`config.mk`:
```
export PLATFORM = sky130hd
export DESIGN_NAME = dsp_pipe_ctrl
export DESIGN_NICKNAME = d
export VERILOG_FILES = /design/src/rtl/dsp_pipe_ctrl.sv
export SDC_FILE = /design/constraint.sdc
export NUM_CORES = 1
export LEC_CHECK = 0
export CORE_MARGIN = 1
export CORE_UTILIZATION = 30
export CTS_CLUSTER_SIZE = 25
export DETAILED_ROUTE_END_ITERATION = 16
export PLACE_DENSITY = 0.53
export SETUP_SLACK_MARGIN = 0.4
export SLEW_MARGIN = 20
export SYNTH_ARGS = -nofsm -noshare
export SYNTH_HDL_FRONTEND = slang
export SYNTH_SLANG_ARGS = --single-unit
```
`constraint.sdc`:
```
create_clock -name clk -period 4.9 [get_ports clk]
set_input_delay 1.47 -clock clk [delete_from_list [all_inputs] [get_ports clk]]
set_output_delay 1.47 -clock clk [all_outputs]
set_load 0.1 [all_outputs]
```
`src/rtl/dsp_pipe_ctrl.sv`:
```
// Pipeline control sequencer for a DSP48A1 datapath: per-stage clock enables,
// valid tracking, downstream handshake, and drain/flush-then-scrub sequencing.
module dsp_pipe_ctrl #(
    parameter int STAGES     = 3,
    parameter int CLR_CYCLES = 2
) (
    input  logic              clk,
    input  logic              rst_n,
    input  logic              in_valid,
    output logic              in_ready,
    output logic              out_valid,
    input  logic              out_ready,
    input  logic              drain_req,
    input  logic              flush,
    output logic [STAGES-1:0] ce,
    output logic              dp_rst,
    output logic              drain_done,
    output logic [2:0]        occupancy
);

    typedef enum logic [1:0] {RUN, DRAIN, CLEAR, DONE} state_t;

    state_t            state_reg, state_next;
    logic [STAGES-1:0] v_reg, v_next;
    logic [STAGES-1:0] adv, inc;
    logic [3:0]        clr_cnt_reg, clr_cnt_next;
    logic [2:0]        occ_reg, occ_next;
    logic              dp_rst_reg;

    // Advance ripples from the output stage back toward the input.
    always_comb begin
        adv = '0;
        adv[STAGES-1] = ~v_reg[STAGES-1] | out_ready;
        for (int i = STAGES - 2; i >= 0; i--) begin
            adv[i] = ~v_reg[i] | adv[i+1];
        end
    end

    assign in_ready = rst_n & (state_reg == RUN) & adv[0];

    generate
        for (genvar gi = 0; gi < STAGES; gi++) begin : g_inc
            if (gi == 0) begin : g_first
                assign inc[gi] = in_valid & in_ready;
            end else begin : g_rest
                assign inc[gi] = v_reg[gi-1];
            end
        end
    endgenerate

    always_comb begin
        v_next = v_reg;
        if (flush || state_reg == CLEAR) begin
            v_next = '0;
        end else begin
            for (int i = 0; i < STAGES; i++) begin
                if (adv[i]) v_next[i] = inc[i];
            end
        end
    end

    always_comb begin
        occ_next = '0;
        for (int i = 0; i < STAGES; i++) begin
            occ_next = occ_next + 3'(v_next[i]);
        end
    end

    // State register and the registers that move with it.
    always_ff @(posedge clk or negedge rst_n) begin
        if (!rst_n) begin
            state_reg   <= RUN;
            v_reg       <= '0;
            occ_reg     <= '0;
            clr_cnt_reg <= '0;
            dp_rst_reg  <= 1'b0;
        end else begin
            state_reg   <= state_next;
            v_reg       <= v_next;
            occ_reg     <= occ_next;
            clr_cnt_reg <= clr_cnt_next;
            dp_rst_reg  <= (state_next == CLEAR);
        end
    end

    // Next-state logic; flush overrides everything and restarts the scrub.
    always_comb begin
        state_next   = state_reg;
        clr_cnt_next = clr_cnt_reg;
        if (flush) begin
            state_next   = CLEAR;
            clr_cnt_next = '0;
        end else begin
            case (state_reg)
                RUN: begin
                    if (drain_req) state_next = DRAIN;
                end
                DRAIN: begin
                    if (v_reg == '0) begin
                        state_next   = CLEAR;
                        clr_cnt_next = '0;
                    end
                end
                CLEAR: begin
                    if (clr_cnt_reg == 4'(CLR_CYCLES - 1)) begin
                        state_next = DONE;
                    end else begin
                        clr_cnt_next = clr_cnt_reg + 4'd1;
                    end
                end
                DONE:    state_next = RUN;
                default: state_next = RUN;
            endcase
        end
    end

    // Output logic; a stage never loads a bubble and never loads while scrubbing.
    always_comb begin
        ce         = '0;
        drain_done = 1'b0;
        if (!flush && state_reg != CLEAR) begin
            ce = adv & inc;
        end
        if (state_reg == DONE) begin
            drain_done = 1'b1;
        end
    end

    assign out_valid = v_reg[STAGES-1];
    assign occupancy = occ_reg;
    assign dp_rst    = dp_rst_reg;

endmodule

```
# --- After elaboration in Yosys (flattened, before gate mapping) ---
# Index checks and enable logic that the tools add are counted.
op_classes:
  mux: 15
  addsub: 3
  bitwise_logic: 10
  eq_ne: 8
  n_reduce_logical: 7
op_table:
  columns: ["op", "n"]
  rows:
  - ["two-way mux 4 bit", 3]
  - ["two-way mux 2 bit", 4]
  - ["case mux 2 bit (4 select lines)", 1]
  - ["case mux 4 bit (2 select lines)", 1]
  - ["== test 2 bit (second input constant)", 3]
  - ["two-way mux 3 bit", 2]
  - ["inequality test 3 bit (second input constant)", 2]
  - ["adder 4 x 1 -> 4 bit (second input constant)", 1]
  - ["== test 4 x 1 -> 1 bit (second input constant)", 1]
  - ["two-way mux 1 bit", 4]
  - ["adder 2 x 1 -> 3 bit", 1]
  - ["AND 1 bit", 3]
  - ["AND 3 bit", 1]
  - ["logical NOT 3 bit", 1]
  - ["NOT 1 bit", 3]
  - ["OR 1 bit", 3]
  - ["AND reduction 3 bit", 1]
  - ["nonzero test 3 bit", 1]
  - ["adder 1 x 1 -> 2 bit", 1]
  - ["== test 2 x 1 -> 1 bit (second input constant)", 1]
  - ["logical NOT 2 bit", 1]
  - ["inequality test 2 bit (second input constant)", 1]
  - ["logical AND 1 bit", 1]
  - ["logical NOT 1 bit", 1]
  - ["logical OR 1 bit", 1]
word_totals:
  out_inout_bits: 10
  reg_bits: 13

# --- Depth between registers and ports, before layout ---
# Gate-level depths: netlist (run 1).
logic_depth:
  depth_word: 10
  depth_mapped: 6
  depth_no_buf: 6

# --- Worst setup path after synthesis (run 1) ---
# Ideal clock, no wire load.
synth_path:
  kind: "input port to output port"
  from: "in flush"
  to: "out ce[0]"
  arrival_time_ns: 4.832
  path_buffers: 1
  cell_stages: 2
  required_time_ns: 3.430
  slack_ns: -1.402
  path_cell_list: "clkbuf_1 -> nor4b_1"
synth_via:
  elab_chain_cells: 3
synth_lines:
  columns: ["element", "line_no", "rtl"]
  rows:
  - ["from (decl)", "14", "input logic flush,"]
  - ["logical NOT 1 bit", "121", "if (!flush && state_reg != CLEAR) begin"]
  - ["logical AND 1 bit", "121", null]
  - ["two-way mux 3 bit", "121", null]
  - ["to (decl)", "15", "output logic [STAGES-1:0] ce,"]
# Every way passes these cells.

# --- Worst setup path after layout (run 1) ---
layout_path:
  from: "in flush"
  to: "out ce[1]"
# The elaborated chain is that of the path after synthesis.

==> results of run 1 <==
worst max path at each step:
stage	start	to	slack, ns	depth (start not counted)
final	flush	ce[1]	0.72	4
after global routing	out_ready	in_ready	0.64	5
after CTS	flush	ce[1]	0.71	4
after detailed placement	out_ready	in_ready	0.73	5
after global placement	flush	ce[1]	0.72	4
after floorplan	flush	ce[0]	-0.006	2
critical path: cells and delay by family:
family / cells / cell delay [ns]
buffers and inverters: 2 / 0.74
AND/OR/NAND/NOR: 2 / 0.49
stage by stage:
stage                      TNS, ns  setup WS (ns)  hold WS (ns)  util, %
after floorplan           -0.01154      -0.005771        0.5339        -
after global placement           0         0.7178        0.5789    43.69
after detailed placement         0         0.7272        0.5793    43.69
after CTS                        0         0.7130        0.5899    44.80
after global routing             0         0.6431        0.6531    44.80
final                            0         0.7167        0.5835    44.80
routing by layer:
metal / wire (um) / vias up / GRT usage, %
li1: - / 275 / -
met1: 675 / 269 / 17.37
met2: 598 / 27 / 21.46
met3: 117 / 4 / 5.607
met4: 22 / 0 / 5.392
met5: 0 / - / 0
cell type report:
cell class	count	area (um2)
Clock buffer	3	22.52
Fill cell	197	1116
Inverter	3	11.26
Multi-Input combinational cell	51	342.8
Sequential cell	12	300.3
Tap cell	27	33.78
Timing Repair Buffer	16	195.2
logic make-up (layout without fill, tap and decap cells):
| group | after synthesis | after routing | synth area share, % |
|---|---|---|---|
| AOI/OAI and AO/OA | 16 | 16 | 15.14 |
| adders and majority gates | 3 | 3 | 6.728 |
| buffers and inverters | 7 | 22 | 5.793 |
| DFF | 12 | 12 | 44.86 |
| other | 1 | 1 | 0.5602 |
| and+or+nand+nor | 31 | 31 | 26.92 |
where the power goes:
group	internal [uW]	total, uW	switching, uW
combinational	60.4	188	128
clock	28.5	62.1	33.6
sequential	115	137	22.1
total	204	387	183
cell usage after synthesis (2+ instances only):
library cell and number:
a21oi_1 6, and3_1 2, dfrtp_1 12, ha_1 2, inv_1 3, nand2_1 6, nand3_1 2, nor2_1 8
nor3_1 3, nor4b_1 2, o21ai_0 4, or3_1 2
==> results.cfg, run 1 <==
[finish]
nets = 96
final_cells = 112
final_common_cell = dfrtp_1
diodes = 0
layout_common_cells = 12 x dfrtp_1, 10 x clkdlybuf4s50_1, 8 x nor2_1
design_area_um2 = 905.9
drive_gt1_share_pct = 16.47
largest_reg_flops = 4
area_growth_pct = 35.33

[power_and_ir_drop]
vdd_drop_max_uv = 211.2
p_leak_uw = 0.0003837
power_density_nw_per_um2 = 427.4
total_power_uw = 387.2

[min_path]
whs_path_depth = 2
worstHoldPathType = reg2reg
min_from = clr_cnt_reg[3]
min_to = clr_cnt_reg[3]

[critical_path]
r2r_start = v_reg[2]
slowest_delay_ns = 0.56
rr_endpoint = occupancy[0]
cp-start-kind = input pin
cp_slowest_cell = clkdlybuf4s50_1
crit_chain = clkdlybuf4s50_1 > nor2_1 > and3_1 > buf_12
path_max_fanout = 6
crit_type = in2out
required_ns = 3.43
reg2reg_depth = 4
end_kind = primary output
critPathArrivalTime_ns = 2.71
reg2reg_slack_ns = 2.96

[routing]
wl_mm = 1.413
dr.pass1.iters = 4
drt-initial-drc-count = 6
vias = 575
wire_per_inst_um = 12.62
vias_per_cell = 5.134
ant_nets = 0
drc = 0

[placement]
place_hpwl_mm = 1.046
portBuffers = 14
placed_area_um2 = 883.3
gp_congestion = 0.7938
dp_cells = 109

[yosys]
synth_top_cells_by_area = dfrtp_1 45%, a21oi_1 4.5%, nor2_1 4.5%
synth_warnings = 0
synth_top_flop_cell = dfrtp_1
synth_cells = 70
ys_types = 30
avgSynthCellArea_um2 = 9.563
synth_fp_nets = 79
synth.top_cell.area_share_pct = 44.86
synth_area_um2 = 669.4
seq_area_frac_synth_pct = 44.86
ys_seq_elements = 12
yosys.area.top_type = dfrtp_1
async_flop_share_pct = 100.0
synth_edf_count = 0

[cts]
cts-htree-levels = 1
clk_transition_reported_paths_ns = 0.07
cts_root_buffer = clkbuf_4
post_cts_buffers = 0
cts.hold.buffers_added = 0
clk_latency_ns = 0.27
cts_resized = 0
tritoncts = yes
cts_made_buffers = 3
cts_max_path_buffers = 2
cts_sinks = 12

[global_route]
antenna_found_initial = 0
overflow = 0
grt_usage_pct = 14.00
grt_pass1_vias = 579
grt_start_max_net_pins = 14
grt_pass1_wl_mm = 2.559

[sta]
hold_viol_final = 0
skew_ns = 0.001356
slew_headroom_pct = 34.29
fin_crit_sh_pct = 85.37
min_period_ns = 4.183
setup_viol = 0
rsz0062_at_grt = false
worst_pin_slew_ns = 0.9826
slew_viol_final = 0
fmax_mhz = 239.0

[die]
io_pins = 16
rows = 16
fp.dieH_um = 49.24
die-area_um2 = 2424
initial_core_util_pct = 33.11
die_w_um = 49.24
core_um2 = 2022

[flow_run]
maxCapViolations = 0

[run_status]
outcome = finished, final reports clean
No activity file was read; power rests on OpenSTA's default activity.
==> run 2: changes to the inputs <==
--- a/constraint.sdc
+++ b/constraint.sdc
@@ -3,2 +3,2 @@
 set_output_delay 1.47 -clock clk [all_outputs]
-set_load 0.1 [all_outputs]
+set_load 0.005 [all_outputs]
==> run 2 against run 1 <==
  * Cell count grew 0.89%
  * First-iteration DRC count grew to 2.7 times the previous value
  * Sequential cell count is the same
  * Critical path depth shrank 1
  * Critical endpoint is now ce[2]
  * Global-route usage shrank 1.5 points
  * Largest cell class unchanged
  * Via count shrank 6.4%
  * Wire length shrank 10%
  * Clock skew grew 0.0022 ns
  * Die area is the same
  * Fmax shrank 5.0%
==> results.cfg, run 2 (synthesis gave the netlist of run 1 again) <==
[global_route]
grt_pass1_wl_mm = 2.290
overflow = 0
grt_start_max_net_pins = 14
grt_usage_pct = 12.46
antenna_found_initial = 0
grt_pass1_vias = 529

[routing]
wire_per_inst_um = 11.26
dr_wl_met2_um = 533
drc = 0
drt-initial-drc-count = 16
vias = 538
met3_length_um = 74
vias_per_cell = 4.761
wl_mm = 1.272
dr.pass1.iters = 3
ant_nets = 0
wl_met1_um = 645
highest_layer = met4

[cts]
cts_resized = 0
cts.hold.buffers_added = 0
cts_sinks = 12
cts_root_buffer = clkbuf_4
clk_latency_ns = 0.27
tritoncts = yes
post_cts_buffers = 0
cts_max_path_buffers = 2
clk_transition_reported_paths_ns = 0.07
cts_made_buffers = 3
cts-htree-levels = 1

[min_path]
worstHoldPathType = reg2reg

[placement]
portBuffers = 14
placed_area_um2 = 830.8
gp_congestion = 0.7285
place_hpwl_um = 975.5
dp_cells = 109

[power_and_ir_drop]
clockPowerShare_pct = 23.9
total_power_uw = 329.4
p_seq_share_pct = 41.7
p_sw_uw = 112.8
p_leak_uw = 0.0003697
vdd_drop_max_uv = 142.9
swShare_pct = 34.24
combPwrFrac_pct = 34.4
intPower_uw = 216.6
power_density_nw_per_um2 = 379.9

[critical_path]
required_ns = 3.43
crit_chain = clkdlybuf4s50_1 > nor4b_1 > clkdlybuf4s50_1
cp-start-kind = input pin
cpMostUsedCell = clkdlybuf4s50_1
cp_slowest_cell = clkdlybuf4s50_1
crit_type = in2out
critPathArrivalTime_ns = 2.94
path_max_fanout = 9
slowest_delay_ns = 0.56
end_kind = primary output

[sta]
rsz0062_at_grt = false
skew_ns = 0.003554
hold_slack_ns = 0.5749
hold_viol_final = 0
tns_ns = 0
min_period_ns = 4.405
slew_viol_final = 0
fin_crit_sh_pct = 89.90
fmax_mhz = 227.0
setup_viol = 0

[finish]
nets = 96
area_growth_pct = 29.53
diodes = 0
design_area_um2 = 867.1
drive_gt1_share_pct = 10.47
final_common_cell = clkdlybuf4s50_1
layout_common_cells = 14 x clkdlybuf4s50_1, 12 x dfrtp_1, 8 x nor2_1
final_cells = 113
largest_reg_flops = 4

[die]
fp.dieH_um = 49.24
die_w_um = 49.24
io_pins = 16
core_um2 = 2022
initial_core_util_pct = 33.11
rows = 16
die-area_um2 = 2424

[run_status]
outcome = finished, final reports clean

[flow_run]
maxCapViolations = 0
## run 2: cell types whose count changed in the layout (fill, tap and decap cells not counted)
cell | previous run | this run
clkdlybuf4s50_1 | 10 | 14
buf_12 | 4 | 0
clkbuf_8 | 0 | 1
nor4b_1 | 0 | 2
nor4b_2 | 2 | 0
## run 2: routing by layer
| metal | GRT usage, % | vias up |
|---|---|---|
| met4 | 5.882 | 0 |
| met2 | 19.18 | 14 |
| met3 | 3.427 | 4 |
| met1 | 15.96 | 245 |
| li1 | - | 275 |
| met5 | 0 | - |
## run 2: through the flow
stage	setup slack (ns)	util, %
after detailed placement	0.4958	41.09
after floorplan	1.428	-
after global routing	0.4082	42.88
final	0.4947	42.88
after CTS	0.4660	42.88
after global placement	0.4826	41.09
## run 2: path summary, 6_finish.rpt
| check | slack (ns) | cells past startpoint | end | from |
|---|---|---|---|---|
| max in group asynchronous | 3.16 | 2 | occupancy[0] | rst_n |
| worst max register to register | 3.04 | 4 | occupancy[0] | v_reg[2] |
| min in group asynchronous | 1.58 | 2 | clr_cnt_reg[1] | rst_n |
| worst min register to register | 0.57 | 2 | clr_cnt_reg[3] | clr_cnt_reg[3] |
| worst min-delay path | 0.57 | 2 | clr_cnt_reg[3] | clr_cnt_reg[3] |
| worst max-delay path | 0.49 | 3 | ce[2] | flush |
## run 2: power by group through the flow
stage / clock (uW) / sequential (uW) / combinational (uW)
after floorplan: 0 / 127 / 92.1
after CTS: 80.8 / 138 / 115
after global routing: 85.5 / 142 / 132
final: 78.8 / 137 / 113
after global placement: 0 / 139 / 114
after detailed placement: 0 / 140 / 115
## run 2: worst max-delay path, delay by kind of cell
kind          cells  cell delay (ns)
buf+inv           2             1.11
simple gates      1             0.35
## run 2: final cells by class
| class | instances | area (um2) |
|---|---|---|
| Sequential cell | 12 | 300.3 |
| Inverter | 3 | 11.26 |
| Clock buffer | 4 | 36.28 |
| Fill cell | 207 | 1155 |
| Multi-Input combinational cell | 51 | 330.3 |
| Timing Repair Buffer | 16 | 155.1 |
| Tap cell | 27 | 33.78 |
==> run 3: changes to the inputs <==
Settings changed: CORE_UTILIZATION 30 to 35, PLACE_DENSITY 0.53 to 0.6.
==> run 3 against run 2 <==
  * Via count is 1.1% higher
  * Total power hardly changed
  * Non-clock buffer count unchanged
  * First-iteration DRC count decreased by 50%
  * Wire length is 2.7% higher
==> results.cfg, run 3 (synthesis gave the netlist of run 1 again) <==
[run_status]
outcome = finished, final reports clean

[cts]
cts-htree-levels = 1
post_cts_buffers = 0
cts_max_path_buffers = 2
clk_transition_reported_paths_ns = 0.08
cts_resized = 0
clk_latency_ns = 0.27
cts_made_buffers = 3
cts.hold.buffers_added = 0
cts_root_buffer = clkbuf_4
cts_sinks = 12
tritoncts = yes

[sta]
hold_slack_ns = 0.5789
fmax_mhz = 227.0
setup_viol = 0
hold_viol_final = 0
min_period_ns = 4.404
fin_crit_sh_pct = 89.88
skew_ns = 0.003303
tns_ns = 0
slew_viol_final = 0
rsz0062_at_grt = false

[global_route]
grt_start_max_net_pins = 14
overflow = 0
antenna_found_initial = 0
grt_pass1_vias = 520
grt_pass1_wl_mm = 2.263
grt_usage_pct = 15.31

[die]
fp.dieH_um = 45.73
initial_core_util_pct = 37.94
die-area_um2 = 2091
core_um2 = 1764
die_w_um = 45.73
io_pins = 16
rows = 15

[routing]
ant_nets = 0
vias_per_cell = 4.901
dr.pass1.iters = 4
vias = 544
wl_mm = 1.306
wire_per_inst_um = 11.77
drt-initial-drc-count = 8
drc = 0

[min_path]
worstHoldPathType = reg2reg
whs_path_depth = 2

[power_and_ir_drop]
power_density_nw_per_um2 = 380.7
p_leak_uw = 0.0003697
p_seq_share_pct = 41.7
p_sw_uw = 112.6
vdd_drop_max_uv = 140.0
combPwrFrac_pct = 34.6
swShare_pct = 34.21
clockPowerShare_pct = 23.8
intPower_uw = 216.5

[critical_path]
cp-start-kind = input pin
required_ns = 3.43
path_max_fanout = 6
reg2reg_depth = 4
cpMostUsedCell = clkdlybuf4s50_1
crit_chain = clkdlybuf4s50_1 > nor2_1 > and3_1 > clkdlybuf4s50_1
slowest_delay_ns = 0.53
crit_type = in2out
cp_slowest_cell = clkdlybuf4s50_1
critPathArrivalTime_ns = 2.93
end_kind = primary output

[finish]
diodes = 0
final_common_cell = clkdlybuf4s50_1
multi_input_area_um2 = 330.3
largest_reg_flops = 4
design_area_um2 = 864.6
nets = 96
area_growth_pct = 29.16
regArea_um2 = 300.3
layout_common_cells = 14 x clkdlybuf4s50_1, 12 x dfrtp_1, 8 x nor2_1
drive_gt1_share_pct = 10.47
n_fill_cell = 200

[placement]
place_hpwl_um = 967.2
portBuffers = 14
placed_area_um2 = 828.3
gp_congestion = 0.7938

[flow_run]
maxCapViolations = 0
[run 3: cell counts in the layout (fill, tap and decap cells not counted)]
No cell type changed its count.
[run 3: power groups by stage]
stage                     combinational, uW  clock [uW]  sequential [uW]
final                                   114        78.3              137
after global routing                    133        87.0              141
after CTS                               115        80.7              137
after detailed placement                114           0              139
after global placement                  113           0              139
after floorplan                        92.1           0              127
[run 3: worst paths after layout]
check,start,to,slack [ns]
min in group asynchronous,rst_n,clr_cnt_reg[1],1.58
max,flush,ce[1],0.50
min,clr_cnt_reg[3],clr_cnt_reg[3],0.58
min reg2reg,clr_cnt_reg[3],clr_cnt_reg[3],0.58
max in group asynchronous,rst_n,state_reg[1],3.16
max reg2reg,v_reg[2],occupancy[0],3.00
[run 3: final cells by class]
type | instances | share of cell area (%)
inverters | 3 | 1.302
flip-flops and latches | 12 | 34.73
clock buffers | 4 | 4.197
well taps | 25 | 3.618
repair buffers | 16 | 17.95
multi-input cells | 51 | 38.21
[run 3: layer usage]
| layer | vias to the layer above | GRT usage [%] | wire length (um) |
|---|---|---|---|
| li1 | 274 | - | - |
| met1 | 253 | 20.95 | 658 |
| met2 | 17 | 22.29 | 579 |
| met3 | 0 | 5.952 | 68 |
| met4 | 0 | 4.706 | 0 |
| met5 | - | 0 | 0 |
[run 3: worst max-delay path: cells and delay by family]
kind	cells	cell delay (ns)
buf+inv	2	1.02
simple gates	2	0.43
[run 3: per-stage QoR]
step,util [%],worst slack (ns),total power [uW],instances
2_1_floorplan,-,1.428,218.9,70
3_3_place_gp,46.95,0.5242,251.5,107
3_5_place_dp,46.95,0.5095,253.2,107
4_1_cts,49.01,0.4918,332.6,111
5_1_grt,49.01,0.4080,361.8,111
6_report,49.01,0.4957,329.1,111
